$ cat src/rtl/mdu_issue_ctrl.sv
// Issue and sequencing controller for the shared iterative multiplier and divider.
// Prepares operands, resolves divide-by-zero/overflow locally and formats the result.
module mdu_issue_ctrl #(
    parameter int XLEN  = 64,
    parameter int CNT_W = 32
) (
    input  logic             clk,
    input  logic             rst_n,
    input  logic             flush_flag,
    input  logic             ready_flag,
    input  logic             req_valid,
    input  logic             req_is_div,
    input  logic [1:0]       req_mul_signed,
    input  logic             req_mul_high,
    input  logic             req_div_signed,
    input  logic             req_div_rem,
    input  logic             req_word,
    input  logic [XLEN-1:0]  req_op1,
    input  logic [XLEN-1:0]  req_op2,
    output logic             mul_valid,
    output logic [1:0]       mul_signed,
    output logic [XLEN-1:0]  mul_a,
    output logic [XLEN-1:0]  mul_b,
    input  logic             mul_o_valid,
    input  logic [XLEN-1:0]  mul_result_hi,
    input  logic [XLEN-1:0]  mul_result_lo,
    output logic             div_valid,
    output logic             div_signed,
    output logic [XLEN-1:0]  dividend,
    output logic [XLEN-1:0]  divisor,
    input  logic             div_o_valid,
    input  logic [XLEN-1:0]  quotient,
    input  logic [XLEN-1:0]  remainder,
    output logic             unit_o_ready,
    output logic             unit_flush,
    output logic             stall_req,
    output logic             o_valid,
    output logic [XLEN-1:0]  res,
    output logic [CNT_W-1:0] busy_cycles
);

    typedef enum logic [1:0] {
        IDLE = 2'd0,
        BUSY = 2'd1,
        DONE = 2'd2
    } state_t;

    localparam logic [XLEN-1:0] ALL_ONES = {XLEN{1'b1}};
    localparam logic [XLEN-1:0] ZERO     = {XLEN{1'b0}};
    localparam logic [XLEN-1:0] MOST_NEG = {1'b1, {(XLEN-1){1'b0}}};

    function automatic logic [XLEN-1:0] ext32(input logic [31:0] v, input logic sgn);
        logic [XLEN-1:0] r;
        r       = sgn ? {XLEN{v[31]}} : {XLEN{1'b0}};
        r[31:0] = v;
        return r;
    endfunction

    function automatic logic [XLEN-1:0] fmt_result(
        input logic            is_div,
        input logic            high,
        input logic            rem,
        input logic            word,
        input logic [XLEN-1:0] hi,
        input logic [XLEN-1:0] lo,
        input logic [XLEN-1:0] q,
        input logic [XLEN-1:0] r
    );
        logic [XLEN-1:0] sel;
        if (is_div) begin
            sel = rem ? r : q;
        end else if (word) begin
            sel = lo;
        end else begin
            sel = high ? hi : lo;
        end
        return word ? ext32(sel[31:0], 1'b1) : sel;
    endfunction

    state_t            state_r;
    state_t            state_nxt_s;
    logic [XLEN-1:0]   res_r;
    logic [XLEN-1:0]   res_nxt_s;
    logic              o_valid_r;
    logic [CNT_W-1:0]  busy_cycles_r;
    logic              is_div_r;
    logic              high_r;
    logic              rem_r;
    logic              word_r;

    logic [XLEN-1:0]   dividend_s;
    logic [XLEN-1:0]   divisor_s;
    logic              accept_s;
    logic              div0_s;
    logic              ovf_s;
    logic              special_s;
    logic              launch_s;
    logic              unit_done_s;
    logic [XLEN-1:0]   spec_q_s;
    logic [XLEN-1:0]   spec_r_s;

    // Operand preparation and divide special-case detection
    always_comb begin
        dividend_s = req_op1;
        divisor_s  = req_op2;
        if (req_is_div && req_word) begin
            dividend_s = ext32(req_op1[31:0], req_div_signed);
            divisor_s  = ext32(req_op2[31:0], req_div_signed);
        end else begin
            dividend_s = req_op1;
            divisor_s  = req_op2;
        end
        div0_s = (divisor_s == ZERO);
        if (req_word) begin
            ovf_s = req_div_signed && (dividend_s[31:0] == 32'h8000_0000)
                    && (divisor_s[31:0] == 32'hFFFF_FFFF);
        end else begin
            ovf_s = req_div_signed && (dividend_s == MOST_NEG) && (divisor_s == ALL_ONES);
        end
        special_s = req_is_div && (div0_s || ovf_s);
        spec_q_s  = div0_s ? ALL_ONES : dividend_s;
        spec_r_s  = div0_s ? dividend_s : ZERO;
    end

    assign accept_s     = (state_r == IDLE) && req_valid && !flush_flag;
    assign launch_s     = accept_s && !special_s;
    assign unit_done_s  = is_div_r ? div_o_valid : mul_o_valid;

    assign mul_valid    = launch_s && !req_is_div;
    assign div_valid    = launch_s && req_is_div;
    assign mul_signed   = req_mul_signed;
    assign div_signed   = req_div_signed;
    assign mul_a        = req_op1;
    assign mul_b        = req_op2;
    assign dividend     = dividend_s;
    assign divisor      = divisor_s;
    assign unit_o_ready = (state_r == BUSY);
    assign unit_flush   = flush_flag;
    assign stall_req    = accept_s || (state_r == BUSY) || ((state_r == DONE) && !ready_flag);
    assign o_valid      = o_valid_r;
    assign res          = res_r;
    assign busy_cycles  = busy_cycles_r;

    // Next-state and result capture; flush overrides completion and ready
    always_comb begin
        state_nxt_s = state_r;
        res_nxt_s   = res_r;
        if (flush_flag) begin
            state_nxt_s = IDLE;
        end else begin
            case (state_r)
                IDLE: begin
                    if (accept_s && special_s) begin
                        res_nxt_s   = fmt_result(1'b1, 1'b0, req_div_rem, req_word,
                                                 ZERO, ZERO, spec_q_s, spec_r_s);
                        state_nxt_s = DONE;
                    end else if (accept_s) begin
                        state_nxt_s = BUSY;
                    end else begin
                        state_nxt_s = IDLE;
                    end
                end
                BUSY: begin
                    if (unit_done_s) begin
                        res_nxt_s   = fmt_result(is_div_r, high_r, rem_r, word_r,
                                                 mul_result_hi, mul_result_lo,
                                                 quotient, remainder);
                        state_nxt_s = DONE;
                    end else begin
                        state_nxt_s = BUSY;
                    end
                end
                DONE: begin
                    if (ready_flag) begin
                        state_nxt_s = IDLE;
                    end else begin
                        state_nxt_s = DONE;
                    end
                end
                default: begin
                    state_nxt_s = IDLE;
                end
            endcase
        end
    end

    // State, result, latched op fields and busy counter
    always_ff @(posedge clk or negedge rst_n) begin
        if (!rst_n) begin
            state_r       <= IDLE;
            res_r         <= ZERO;
            o_valid_r     <= 1'b0;
            busy_cycles_r <= {CNT_W{1'b0}};
            is_div_r      <= 1'b0;
            high_r        <= 1'b0;
            rem_r         <= 1'b0;
            word_r        <= 1'b0;
        end else begin
            state_r   <= state_nxt_s;
            res_r     <= res_nxt_s;
            o_valid_r <= (state_nxt_s == DONE);
            if (state_r == BUSY) begin
                busy_cycles_r <= busy_cycles_r + {{(CNT_W-1){1'b0}}, 1'b1};
            end
            if (launch_s) begin
                is_div_r <= req_is_div;
                high_r   <= req_mul_high;
                rem_r    <= req_div_rem;
                word_r   <= req_word;
            end
        end
    end

endmodule

$ cat config.mk
export PLATFORM = sky130hd
export DESIGN_NAME = mdu_issue_ctrl
export DESIGN_NICKNAME = d
export VERILOG_FILES = /design/src/rtl/mdu_issue_ctrl.sv
export SDC_FILE = /design/constraint.sdc
export NUM_CORES = 1
export LEC_CHECK = 0
export CAP_MARGIN = 20
export CORE_AREA = 2 2 297 299
export DETAILED_ROUTE_END_ITERATION = 10
export DIE_AREA = 0 0 299 301
export GPL_TIMING_DRIVEN = 1
export PLACE_DENSITY = 0.35
export SYNTH_ARGS = -nofsm -noshare
export SYNTH_HDL_FRONTEND = slang
export SYNTH_SLANG_ARGS = --single-unit
$ cat constraint.sdc
create_clock -name clk -period 2.5 [get_ports clk]
set_clock_uncertainty 0.15 [all_clocks]
set_input_delay 0.375 -clock clk [delete_from_list [all_inputs] [get_ports clk]]
set_output_delay 0.375 -clock clk [all_outputs]
set_load 0.1 [all_outputs]
==> flow_summary.ini <==
[synthesis]
synth.top_cell.area_share = 0.263
yosys-top-cells-area = dfrtp_1 26%, buf_4 15%, mux2i_1 6.7%
synth_top_area_cell = dfrtp_1
synth_most_common_cell = buf_4
ys_ff_latch = 103
ys_seq_area_frac = 0.263
ys.flop_type = dfrtp_1
syn_area_mm2 = 0.00980
synthCells = 1166
synth.distinct_cells = 53
async_flop_share = 1.00
synth.avg_cell_area_um2 = 8.41
synth_edf_count = 0
syn_nets = 1565
synthTopCellsByCount = 197 x buf_4, 103 x dfrtp_1, 85 x nand2_1, 70 x nor2_1, 69 x a21oi_1
yosys_warnings = 0

[drt]
via_per_inst = 3.88
first_iter_violations = 531
firstDrtPassIters = 5
ant_nets = 0
wirelength_um = 80300
drc_errors = 0
vias = 12000
wl_per_cell_um = 25.9

[global_route]
grt_antenna_before_repair = 15
grt_use_met3 = 0.0481
busiest_layer = met2
track_usage = 0.167
grt_max_degree = 70
grt_overflow = 0
grt_pass1_wl_um = 105000
grt_use_met1 = 0.185
use_met2 = 0.307
grt_pass1_vias = 12800

[layout]
area_growth_pct = 142
instances_no_fill = 3103
seq_area_mm2 = 0.00262
final_nets = 2335
multi_input_comb_area_mm2 = 0.00661
fin_util = 0.274
drive_gt1_frac = 0.514
nFillCells = 9103

[cts]
cts_sinks = 103
clk_pin_slew_worst_paths_ns = 0.08
clockBufferDepth = 2
clkLatencyLatePin_ns = 0.39
htreeDepth = 3
cts_tree = done
numCtsBuffers = 9
cts_root_buf = clkbuf_16

[setup_path]
rrSetupSlack_ns = 0.12
startpoint_type = input port
r2r_cells = 7
worstPathRequired_ns = 1.98
cp-end-kind = primary output
cpMaxStageDelayCell = or4_4
worstPathArrival_ns = 2.23
crit_fanout = 2
path_cells = buf_6 -> or4_4 -> nor4_4 -> nand4_1 -> buf_6 -> nor3_4 -> o21ai_4 -> and3_4 -> buf_12
crit_top_cell = buf_6
critPathKind = input port to primary output
cp_slowest_stage_delay_ns = 0.59

[timing]
fin_crit_ns = 2.76
layout_setup_ws_ns = -0.256
finalCritPeriodShare = 1.10
hold_slack_ns = 0.318
finalMaxSlewViolations = 0
timing.fmax_ghz = 0.363
rsz0062_at_grt = yes
setup_viol = 66
relSlewSlack = 0.594
tightest_slew_ns = 0.603
hold_violations = 0
tns_ns = -5.67

[power_and_ir_drop]
finalPower_mw = 14.2
peakVddDrop_v = 0.000318
power_density_mw_per_mm2 = 598
leakagePower_nw = 10.3

[die]
core_region_area_mm2 = 0.0865
fp.dieW_um = 299
rows = 108
ioPinCount = 759
die-area_mm2 = 0.0900
start_util = 0.113
fp.dieH_um = 301

[status]
status = complete, but fails checks
violations = setup timing

[place]
numPortBuffers = 754
placedCellCount = 3015
gp_congestion = 0.929
dpl.hpwl_um = 64900

[run]
cap_violations = 0

[hold_path]
min_path_type = input port to register
hold_path_depth = 4
-- timing repair --
action	4_1_cts	5_1_grt
cloned	13	7
endpoints found under the setup margin	136	101
hold buffers	1	0
setup buffers	41	11
pin swaps	67	121
endpoints found under the hold margin	48	0
resized for setup	394	234
-- where the power goes --
part           switching, mW  internal, mW  leakage [nW]
clock                  0.859         0.725         0.150
sequential             0.406          2.03          1.34
combinational           6.88          3.26          8.78
-- metal layers --
layer	vias up	part of all wire
met2	532	0.52
met3	88	0.065
met5	-	0.0011
met1	5812	0.38
li1	5583	-
met4	14	0.031
-- placed cells by master, fill, tap and decap left out, types with 33 or more instances in the layout --
cell type	instances
buf_6	46
nand2_4	42
o21a_1	62
mux2_2	37
buf_4	307
dlygate4sd2_1	45
a21o_1	33
buf_12	285
dfrtp_1	84
nor2_1	68
nor2b_1	33
clkdlybuf4s50_1	270
mux2i_1	66
a21oi_1	66
-- layout make-up --
cell class,instances,share of cell area
Sequential cell,103,0.111
Multi-Input combinational cell,775,0.279
Timing Repair Buffer,1041,0.535
Antenna cell,7,0.000740
Clock inverter,7,0.00344
Clock buffer,9,0.00951
Inverter,6,0.00111
Tap cell,1155,0.0610
-- through the flow --
step / cell area (µm²) / setup slack [ns]
2_1_floorplan: 9920 / -0.0492
3_3_place_gp: 21400 / -1.05
3_5_place_dp: 21400 / -1.09
4_1_cts: 22800 / -0.318
5_1_grt: 23700 / -0.353
6_report: 23700 / -0.256
-- cells by family (layout without fill, tap and decap cells) --
kind of cell / after synthesis / in the layout / share of synthesized area
AOI/OAI and AO/OA: 339 / 340 / 0.252
and+or+nand+nor: 298 / 298 / 0.154
buffers and inverters: 289 / 1063 / 0.190
muxes: 105 / 105 / 0.112
DFF: 103 / 103 / 0.263
xor gates and xnor gates: 31 / 31 / 0.0277
adders and majority gates: 1 / 1 / 0.00128
other: 0 / 7 / 0
-- sequential cells by signal, summed over array words and instances, names as in the netlist --
signal       flops
o_valid          1
res             64
high_r           1
is_div_r         1
busy_cycles     32
word_r           1
rem_r            1
state_r          2
-- path summary, 6_finish.rpt --
check | startpoint | to
max | req_op1[17] | div_valid
min | req_op1[17] | res[17]$_DFFE_PN0P_
min in group asynchronous | rst_n | res[11]$_DFFE_PN0P_
min reg2reg | busy_cycles[18]$_DFFE_PN0P_ | busy_cycles[18]$_DFFE_PN0P_
max reg2reg | rem_r$_DFFE_PN0N_ | res[63]$_DFFE_PN0P_
max in group asynchronous | rst_n | rem_r$_DFFE_PN0N_
-- worst max-delay path, delay by kind of cell --
kind	cells	cell delay (ns)
buffers and inverters	3	0.41
AO/OA/AOI/OAI	1	0.09
AND/OR/NAND/NOR	5	1.33
(Power assumes the default switching activity.)
